File: src/rtl/alu16_sequencer_if.sv
// alu16_sequencer_if: bundles the request, ALU-control and status signals
// of the 16-bit ALU micro-operation sequencer.
//
// Handshake: a request is START together with OP/OPA/OPB. It is taken on a
// rising CLK edge only while BUSY is low. While BUSY is high, START is
// ignored. Every taken request ends with exactly one cycle of DONE.
// RESULT, ZERO, ERR and OVF are valid in that DONE cycle and hold afterwards.
// START may be high during the DONE cycle. In that case the next request is
// taken on the following edge.
//
// master: requester and ALU datapath (drives the request and Q).
// slave : the sequencer itself.
interface alu16_sequencer_if;
    logic        START;
    logic [3:0]  OP;
    logic [15:0] OPA;
    logic [15:0] OPB;
    logic [15:0] Q;
    logic [15:0] A;
    logic [15:0] B;
    logic        CPR0;
    logic        CPR1;
    logic        CPR2;
    logic        S3;
    logic        S2;
    logic        S1;
    logic        S0;
    logic        M;
    logic        CN;
    logic [15:0] RESULT;
    logic        ZERO;
    logic        ERR;
    logic        BUSY;
    logic        DONE;
    logic        OVF;
    logic [2:0]  dbg_state;

    modport master (
        output START, OP, OPA, OPB, Q,
        input  A, B, CPR0, CPR1, CPR2, S3, S2, S1, S0, M, CN,
        input  RESULT, ZERO, ERR, BUSY, DONE, OVF, dbg_state
    );

    modport slave (
        input  START, OP, OPA, OPB, Q,
        output A, B, CPR0, CPR1, CPR2, S3, S2, S1, S0, M, CN,
        output RESULT, ZERO, ERR, BUSY, DONE, OVF, dbg_state
    );
endinterface

File: src/rtl/alu16_sequencer.sv
// alu16_sequencer: steps one ALU operation through
// IDLE -> SETUP -> LOAD -> EXEC -> CAP -> WB.
// The operand buses and function selects are driven from copies latched
// when the request is taken. CPR0/CPR1 pulse in LOAD, and CPR2 pulses in
// CAP. The ALU result Q is captured in WB.
// All strobes and status outputs come straight from flops, so they are
// glitch-free. An asynchronous CLR drops them at once.
// Optional feature: define ALU_SEQ_OVF_EN to add signed-overflow
// reporting on OVF. Without it, OVF is tied low.
module alu16_sequencer (
    input  logic             CLK,
    input  logic             CLR,
    alu16_sequencer_if.slave bus
);

    typedef enum logic [2:0] {
        IDLE  = 3'd0,
        SETUP = 3'd1,
        LOAD  = 3'd2,
        EXEC  = 3'd3,
        CAP   = 3'd4,
        WB    = 3'd5
    } state_t;

    state_t      state;
    state_t      next_state;
    logic        accept;
    logic        reject;

    logic [3:0]  dec_s;
    logic        dec_m;
    logic        dec_cn;
    logic        dec_legal;

    logic [15:0] a_q;
    logic [15:0] b_q;
    logic [3:0]  s_q;
    logic        m_q;
    logic        cn_q;

    logic        cpr0_q;
    logic        cpr1_q;
    logic        cpr2_q;
    logic        busy_q;
    logic        done_q;
    logic        err_q;
    logic        zero_q;
    logic [15:0] result_q;

    // Translate the opcode into 74181 function select, mode and carry-in.
    always_comb begin
        dec_s     = 4'b0000;
        dec_m     = 1'b0;
        dec_cn    = 1'b1;
        dec_legal = 1'b1;
        case (bus.OP)
            4'd0: begin dec_s = 4'b1001; dec_m = 1'b0; dec_cn = 1'b1; end
            4'd1: begin dec_s = 4'b0110; dec_m = 1'b0; dec_cn = 1'b0; end
            4'd2: begin dec_s = 4'b1011; dec_m = 1'b1; dec_cn = 1'b1; end
            4'd3: begin dec_s = 4'b1110; dec_m = 1'b1; dec_cn = 1'b1; end
            4'd4: begin dec_s = 4'b0110; dec_m = 1'b1; dec_cn = 1'b1; end
            4'd5: begin dec_s = 4'b0000; dec_m = 1'b1; dec_cn = 1'b1; end
            4'd6: begin dec_s = 4'b1111; dec_m = 1'b1; dec_cn = 1'b1; end
            4'd7: begin dec_s = 4'b0000; dec_m = 1'b0; dec_cn = 1'b0; end
            default: dec_legal = 1'b0;
        endcase
    end

    // Next-state logic. An illegal opcode is answered from IDLE without
    // starting a sequence.
    always_comb begin
        next_state = state;
        accept     = 1'b0;
        reject     = 1'b0;
        case (state)
            IDLE: begin
                if (bus.START) begin
                    if (dec_legal) begin
                        accept     = 1'b1;
                        next_state = SETUP;
                    end else begin
                        reject = 1'b1;
                    end
                end
            end
            SETUP:   next_state = LOAD;
            LOAD:    next_state = EXEC;
            EXEC:    next_state = CAP;
            CAP:     next_state = WB;
            WB:      next_state = IDLE;
            default: next_state = IDLE;
        endcase
    end

    // State register.
    always_ff @(posedge CLK or posedge CLR) begin
        if (CLR) begin
            state <= IDLE;
        end else begin
            state <= next_state;
        end
    end

    // Latch operands and decoded controls when a request is taken.
    // They hold until the next request.
    always_ff @(posedge CLK or posedge CLR) begin
        if (CLR) begin
            a_q  <= 16'h0000;
            b_q  <= 16'h0000;
            s_q  <= 4'b0000;
            m_q  <= 1'b0;
            cn_q <= 1'b1;
        end else if (accept) begin
            a_q  <= bus.OPA;
            b_q  <= bus.OPB;
            s_q  <= dec_s;
            m_q  <= dec_m;
            cn_q <= dec_cn;
        end
    end

    // Strobes and BUSY are registered copies of the state being entered.
    // Each one is high for exactly one full period of its state.
    always_ff @(posedge CLK or posedge CLR) begin
        if (CLR) begin
            cpr0_q <= 1'b0;
            cpr1_q <= 1'b0;
            cpr2_q <= 1'b0;
            busy_q <= 1'b0;
        end else begin
            cpr0_q <= (next_state == LOAD);
            cpr1_q <= (next_state == LOAD);
            cpr2_q <= (next_state == CAP);
            busy_q <= (next_state != IDLE);
        end
    end

    // Completion status. Capture Q in WB. An illegal request flags ERR
    // and leaves RESULT untouched.
    always_ff @(posedge CLK or posedge CLR) begin
        if (CLR) begin
            done_q   <= 1'b0;
            err_q    <= 1'b0;
            zero_q   <= 1'b1;
            result_q <= 16'h0000;
        end else begin
            done_q <= reject || (state == WB);
            if (reject) begin
                err_q <= 1'b1;
            end else if (state == WB) begin
                err_q    <= 1'b0;
                result_q <= bus.Q;
                zero_q   <= (bus.Q == 16'h0000);
            end
        end
    end

`ifdef ALU_SEQ_OVF_EN
    typedef enum logic [1:0] {
        CLS_LOGIC = 2'd0,
        CLS_ADD   = 2'd1,
        CLS_SUB   = 2'd2,
        CLS_INC   = 2'd3
    } cls_t;

    cls_t dec_cls;
    cls_t cls_q;
    logic ovf_d;
    logic ovf_q;

    // Classify the opcode for overflow purposes.
    always_comb begin
        dec_cls = CLS_LOGIC;
        case (bus.OP)
            4'd0:    dec_cls = CLS_ADD;
            4'd1:    dec_cls = CLS_SUB;
            4'd7:    dec_cls = CLS_INC;
            default: dec_cls = CLS_LOGIC;
        endcase
    end

    // Remember the class of the operation in flight.
    always_ff @(posedge CLK or posedge CLR) begin
        if (CLR) begin
            cls_q <= CLS_LOGIC;
        end else if (accept) begin
            cls_q <= dec_cls;
        end
    end

    // Signed overflow from the operand sign bits and the ALU result sign.
    // INC behaves as ADD with a zero B operand.
    always_comb begin
        ovf_d = 1'b0;
        case (cls_q)
            CLS_ADD: ovf_d = (a_q[15] == b_q[15]) && (bus.Q[15] != a_q[15]);
            CLS_INC: ovf_d = (a_q[15] == 1'b0)    && (bus.Q[15] != a_q[15]);
            CLS_SUB: ovf_d = (a_q[15] != b_q[15]) && (bus.Q[15] != a_q[15]);
            default: ovf_d = 1'b0;
        endcase
    end

    // Overflow flag. Update it on completion and clear it on an illegal
    // request.
    always_ff @(posedge CLK or posedge CLR) begin
        if (CLR) begin
            ovf_q <= 1'b0;
        end else if (reject) begin
            ovf_q <= 1'b0;
        end else if (state == WB) begin
            ovf_q <= ovf_d;
        end
    end

    assign bus.OVF = ovf_q;
`else
    assign bus.OVF = 1'b0;
`endif

    assign bus.A         = a_q;
    assign bus.B         = b_q;
    assign bus.S3        = s_q[3];
    assign bus.S2        = s_q[2];
    assign bus.S1        = s_q[1];
    assign bus.S0        = s_q[0];
    assign bus.M         = m_q;
    assign bus.CN        = cn_q;
    assign bus.CPR0      = cpr0_q;
    assign bus.CPR1      = cpr1_q;
    assign bus.CPR2      = cpr2_q;
    assign bus.BUSY      = busy_q;
    assign bus.DONE      = done_q;
    assign bus.ERR       = err_q;
    assign bus.ZERO      = zero_q;
    assign bus.RESULT    = result_q;
    assign bus.dbg_state = state;

endmodule

File: src/flat_wrapper.sv
// flat-port wrapper written by rule: the top's interface ports become plain ports
module alu16_sequencer_flat 
  (CLK, CLR, bus_START, bus_OP, bus_OPA, bus_OPB, bus_Q, bus_A, bus_B, bus_CPR0, bus_CPR1, bus_CPR2, bus_S3, bus_S2, bus_S1, bus_S0, bus_M, bus_CN, bus_RESULT, bus_ZERO, bus_ERR, bus_BUSY, bus_DONE, bus_OVF, bus_dbg_state);
  alu16_sequencer_if bus_i ();
  input  logic CLK;
  input  logic CLR;
  input wire logic [$bits(bus_i.START)-1:0] bus_START;
  input wire logic [$bits(bus_i.OP)-1:0] bus_OP;
  input wire logic [$bits(bus_i.OPA)-1:0] bus_OPA;
  input wire logic [$bits(bus_i.OPB)-1:0] bus_OPB;
  input wire logic [$bits(bus_i.Q)-1:0] bus_Q;
  output wire logic [$bits(bus_i.A)-1:0] bus_A;
  output wire logic [$bits(bus_i.B)-1:0] bus_B;
  output wire logic [$bits(bus_i.CPR0)-1:0] bus_CPR0;
  output wire logic [$bits(bus_i.CPR1)-1:0] bus_CPR1;
  output wire logic [$bits(bus_i.CPR2)-1:0] bus_CPR2;
  output wire logic [$bits(bus_i.S3)-1:0] bus_S3;
  output wire logic [$bits(bus_i.S2)-1:0] bus_S2;
  output wire logic [$bits(bus_i.S1)-1:0] bus_S1;
  output wire logic [$bits(bus_i.S0)-1:0] bus_S0;
  output wire logic [$bits(bus_i.M)-1:0] bus_M;
  output wire logic [$bits(bus_i.CN)-1:0] bus_CN;
  output wire logic [$bits(bus_i.RESULT)-1:0] bus_RESULT;
  output wire logic [$bits(bus_i.ZERO)-1:0] bus_ZERO;
  output wire logic [$bits(bus_i.ERR)-1:0] bus_ERR;
  output wire logic [$bits(bus_i.BUSY)-1:0] bus_BUSY;
  output wire logic [$bits(bus_i.DONE)-1:0] bus_DONE;
  output wire logic [$bits(bus_i.OVF)-1:0] bus_OVF;
  output wire logic [$bits(bus_i.dbg_state)-1:0] bus_dbg_state;
  assign bus_i.START = bus_START;
  assign bus_i.OP = bus_OP;
  assign bus_i.OPA = bus_OPA;
  assign bus_i.OPB = bus_OPB;
  assign bus_i.Q = bus_Q;
  assign bus_A = bus_i.A;
  assign bus_B = bus_i.B;
  assign bus_CPR0 = bus_i.CPR0;
  assign bus_CPR1 = bus_i.CPR1;
  assign bus_CPR2 = bus_i.CPR2;
  assign bus_S3 = bus_i.S3;
  assign bus_S2 = bus_i.S2;
  assign bus_S1 = bus_i.S1;
  assign bus_S0 = bus_i.S0;
  assign bus_M = bus_i.M;
  assign bus_CN = bus_i.CN;
  assign bus_RESULT = bus_i.RESULT;
  assign bus_ZERO = bus_i.ZERO;
  assign bus_ERR = bus_i.ERR;
  assign bus_BUSY = bus_i.BUSY;
  assign bus_DONE = bus_i.DONE;
  assign bus_OVF = bus_i.OVF;
  assign bus_dbg_state = bus_i.dbg_state;
  alu16_sequencer u_core (.CLK(CLK), .CLR(CLR), .bus(bus_i));
endmodule
File: config.mk
export PLATFORM = sky130hd
export DESIGN_NAME = alu16_sequencer_flat
export DESIGN_NICKNAME = d
export VERILOG_FILES = /design/src/rtl/alu16_sequencer_if.sv /design/src/rtl/alu16_sequencer.sv /design/src/flat_wrapper.sv
export SDC_FILE = /design/constraint.sdc
export NUM_CORES = 1
export LEC_CHECK = 0
export ABC_AREA = 1
export BUFFER_PORTS_ARGS = -buffer_cell sky130_fd_sc_hd__buf_2
export CAP_MARGIN = 20
export CORE_UTILIZATION = 30
export CTS_BUF_LIST = sky130_fd_sc_hd__clkbuf_8
export CTS_CLUSTER_SIZE = 12
export DETAILED_ROUTE_END_ITERATION = 7
export PLACE_DENSITY = 0.67
export SLEW_MARGIN = 5
export SYNTH_ARGS = -nofsm -noshare
export SYNTH_HDL_FRONTEND = slang
export SYNTH_SLANG_ARGS = --single-unit
File: constraint.sdc
create_clock -name CLK -period 3.2 [get_ports CLK]
set_input_delay 0.32 -clock CLK [delete_from_list [all_inputs] [get_ports CLK]]
set_output_delay 0.32 -clock CLK [all_outputs]
set_load 0.03 [all_outputs]
==> summary by stage <==
Critical path
STA classifies the critical path endpoint as a flip-flop. The highest fanout seen on the critical path is 23. The endpoint identified for the worst register-to-register timing path is u_core.bus.CN.

The required time of the critical path is 3470 ps. The cell that appears most often on the critical path is nand2_1. The sort of element at the start of the critical path is a flip-flop. The startpoint identified for the worst register-to-register timing path is u_core.bus.dbg_state[0].

The register-to-register setup slack is 1400 ps. Measured in cells, the most critical reg-to-reg path has a length of 6. The worst path arrival time is 2070 ps. Walking the worst path, the cells encountered are nor2_4 > nand2_1 > nor2_2 > buf_4 > nand3_1 > nand2_1.

On the critical path, the stage with the largest delay is an instance of nor2_2. The type of the setup path with the least slack is reg2reg. The largest single stage delay on the critical path is 500 ps.

Logic synthesis
The main flop type after synthesis is dfrtp_1. The fraction of the yosys area taken by sequential cells is 61.05%. The dominant combinational cell family by area after synthesis is simple AND/OR/NAND/NOR gates. Summed over its instances, the top area cell type makes up 59.02% of the synthesized netlist area. The portion of netlist area occupied by mux cells is 0%. The post-synthesis adder-cell area fraction is 0%.

Among all cell types in the netlist, the one instantiated most often is nand2_1. The instance count of the mapped netlist is 310. For this run, asynchronously set or reset flops after synthesis account for 100.0%. The xor-xnor portion of the synthesized cell area is 0%. Yosys attributes the largest share of cell area to dfrtp_1 59%, nand2_1 27%, inv_1 2.2%.

A synthesized cell averages 8.343 um2. Summing the areas of all compound-gate instances in the mapped netlist gives 0.7741% of the synthesized area. The cell area that synthesis handed to floorplanning was 2586 um2. The synthesized design contains 63 register bits.

The library cell occupying the most area in the post-synthesis netlist is dfrtp_1. In this run, distinct cell masters in the synthesized netlist total 16. By count the netlist is led by 184 x nand2_1, 61 x dfrtp_1, 15 x inv_1, 14 x nor2_1, 9 x nand3_1. In this run, synthesis inferred 0 flip-flops with an integrated enable. Of the total synthesized cell area, the portion taken by AND, OR, NAND and NOR gates is 32.08%. The warning count from the yosys run is 0. The number of nets in the synthesized netlist is 365.

Clock network
In this run, CTS created clock tree buffers numbering 9. The worst-skew pair later-pin latency is 330 ps. The H-tree level count is 3.

The clock-pin slew reported for the worst setup and hold paths after clock tree synthesis is 70 ps. Gates resized during post-CTS repair numbered 0. The cell sitting at the root of the clock tree is a clkbuf_8. In this run the deepest clock path goes through 2 buffers. The number of sinks driven by the clock tree is 63. TritonCTS built the clock tree. In this run the post-CTS setup repair buffer count came out at 0.

STA
The number of endpoints failing setup at the final stage is 0. The final critical path takes up 56.23% of the cycle. On the final layout, the worst hold slack is 181.2 ps. The minimum clock period is 1799 ps.

The number of pins exceeding their max-slew limit in the final report was 0. Static timing analysis puts the maximum clock frequency at 0.5558 GHz. The number of endpoints with negative hold slack in the final report came to 0.

The total negative slack is 0 ps. For the pin with the worst max-slew slack, the measured transition is 646.9 ps. Across the routed clock network, the largest skew measured is 4.708 ps. Setup repair after global routing left no endpoint under its margin. In the post-route analysis, the smallest setup slack over all paths is 1401 ps. The worst pin sits at a relative slew slack of 56.82%.

Cells and area
In the final design database the tool counted 487 nets. The antenna cell count is 0. The proportion of layout cells with a drive suffix above 1 is 33.41%.

The synthesis-to-finish area growth is 35.07%. Cells fill 42.09% of the core in the end.

Floorplanning
The effective utilization at floorplan is 31.16%. The total area inside the core boundary comes to 8299 um2. The die is 94.85 um wide.

The floorplan step defined a die boundary enclosing 8997 um2. The vertical die dimension is 94.85 um. 120 I/O pins were placed.

The number of placement rows is 33.

Pwr
Power spread over the standard cell area amounts to 1116 nW/um2. The cell leakage power is 2.071 nW. IR analysis of the VDD net gives a maximum drop of 0.0004195 V.

Route
Using the TritonRoute via totals, the vias-per-cell ratio works out to 4.220. The detailed-route wire length is 6.074 mm. The wire length per cell is 11.21 um. The met3 wire length is 372 um.

For this block, the via count after detailed routing is 2287. For this run, the detailed router's first-pass iteration total came to 4. The detailed-route wire length on metal 1 is 2.684 mm. The number of routed nets with antenna violations is 0. The DRC violation count after routing is 0. The detailed router finished its first iteration with 47 violations.

The total met2 wirelength after detailed routing is 2.908 mm. The highest layer used for signal routing is met4.

Placement
The placer congestion estimate is 0.7659. The number of buffers inserted by port buffering is 118. Before CTS, the worst setup slack after placement is 1379 ps. The half-perimeter wire length of the detailed placement result is 4.547 mm.

GRT
The number of antenna violations at the first check in global routing was 0. The number of global-route vias before repair is 2095. Global routing consumed, over all layers together, 14.42% of the routing resources.

The global-route wire length before repair is 9.729 mm. Global routing finished with a remaining overflow of 0. Entering global routing, the biggest net connects 28 pins.

Worst hold path
The number of cells on the worst hold path is 3. The end point of the worst hold path is u_core.bus.A[6]. The worst min-delay path class is in2reg.

In this run the most critical hold path is launched from bus_OPA[6].

Run
Max-cap violations in this run came to 0.

Status
The run finished with clean final reports.
[state kept, by name (all words and copies together) (netlist names), 3 cells and up]
register              flops
u_core.bus.A             16
u_core.bus.B             16
u_core.bus.RESULT        16
u_core.bus.dbg_state      3
u_core.s_q                4
[layer usage]
metal	up-vias	GRT usage, %
met5	-	0
met2	71	23.62
met1	1037	17.16
li1	1170	-
met3	9	4.187
met4	0	7.323
[how the worst max path moves through the flow]
stage / start / to / slack [ps]
finish: u_core.bus.dbg_state[0] / u_core.bus.CN / 1400
global placement: u_core.bus.dbg_state[0] / u_core.bus.CN / 1450
floorplan: CLR / u_core.bus.A[0] / 1310
CTS: u_core.bus.dbg_state[1] / u_core.bus.B[7] / 1360
detailed placement: u_core.bus.dbg_state[1] / u_core.bus.B[13] / 1380
global route: u_core.bus.dbg_state[0] / u_core.bus.CN / 1180
[critical path: cells and delay by family (launching register included)]
family | cells | cell delay, ps
AND/OR/NAND/NOR | 5 | 910
flip-flops | 1 | 450
buffers and inverters | 1 | 370
[cells by family after synthesis]
| group | after synthesis |
|---|---|
| other | 1 |
| buffers and inverters | 29 |
| and+or+nand+nor | 213 |
| AOI/OAI and AO/OA | 4 |
| DFF | 63 |
[power breakdown]
group	switching (mW)	total, mW	internal (mW)
sequential	0.203	1.37	1.17
combinational	1.26	1.74	0.484
clock	0.304	0.784	0.480
[stage by stage]
step                      power (mW)  area [um2]  std cells
after CTS                      3.952        3493        542
after global routing           4.190        3493        542
after detailed placement       3.148        3252        525
after floorplan                2.608        2586        310
final                          3.899        3493        542
after global placement         3.106        3252        525
[final cells by class]
cell class,count,area [um2]
Clock buffer,11,151.4
Clock inverter,5,80.08
Fill cell,861,4806
Inverter,16,60.06
Multi-Input combinational cell,218,853.3
Sequential cell,63,1579
Tap cell,105,131.4
Timing Repair Buffer,124,638.1
[layout by cell type, fill, tap and decap left out, types with 4 or more instances in the layout]
| master | netlist | layout |
|---|---|---|
| inv_1 | 15 | 14 |
| nor2_1 | 14 | 14 |
| clkbuf_8 | 0 | 11 |
| dfrtp_1 | 61 | 61 |
| buf_2 | 6 | 118 |
| o21ai_0 | 4 | 4 |
| buf_4 | 4 | 5 |
| nand2_1 | 184 | 184 |
| nand3_1 | 9 | 9 |
[timing repair]
| item | CTS | global route |
|---|---|---|
| hold buffers | 1 | 0 |
| endpoints found under the hold margin | 18 | 0 |
| setup endpoints to repair | 0 | 0 |
No activity file was read; power rests on OpenSTA's default activity.
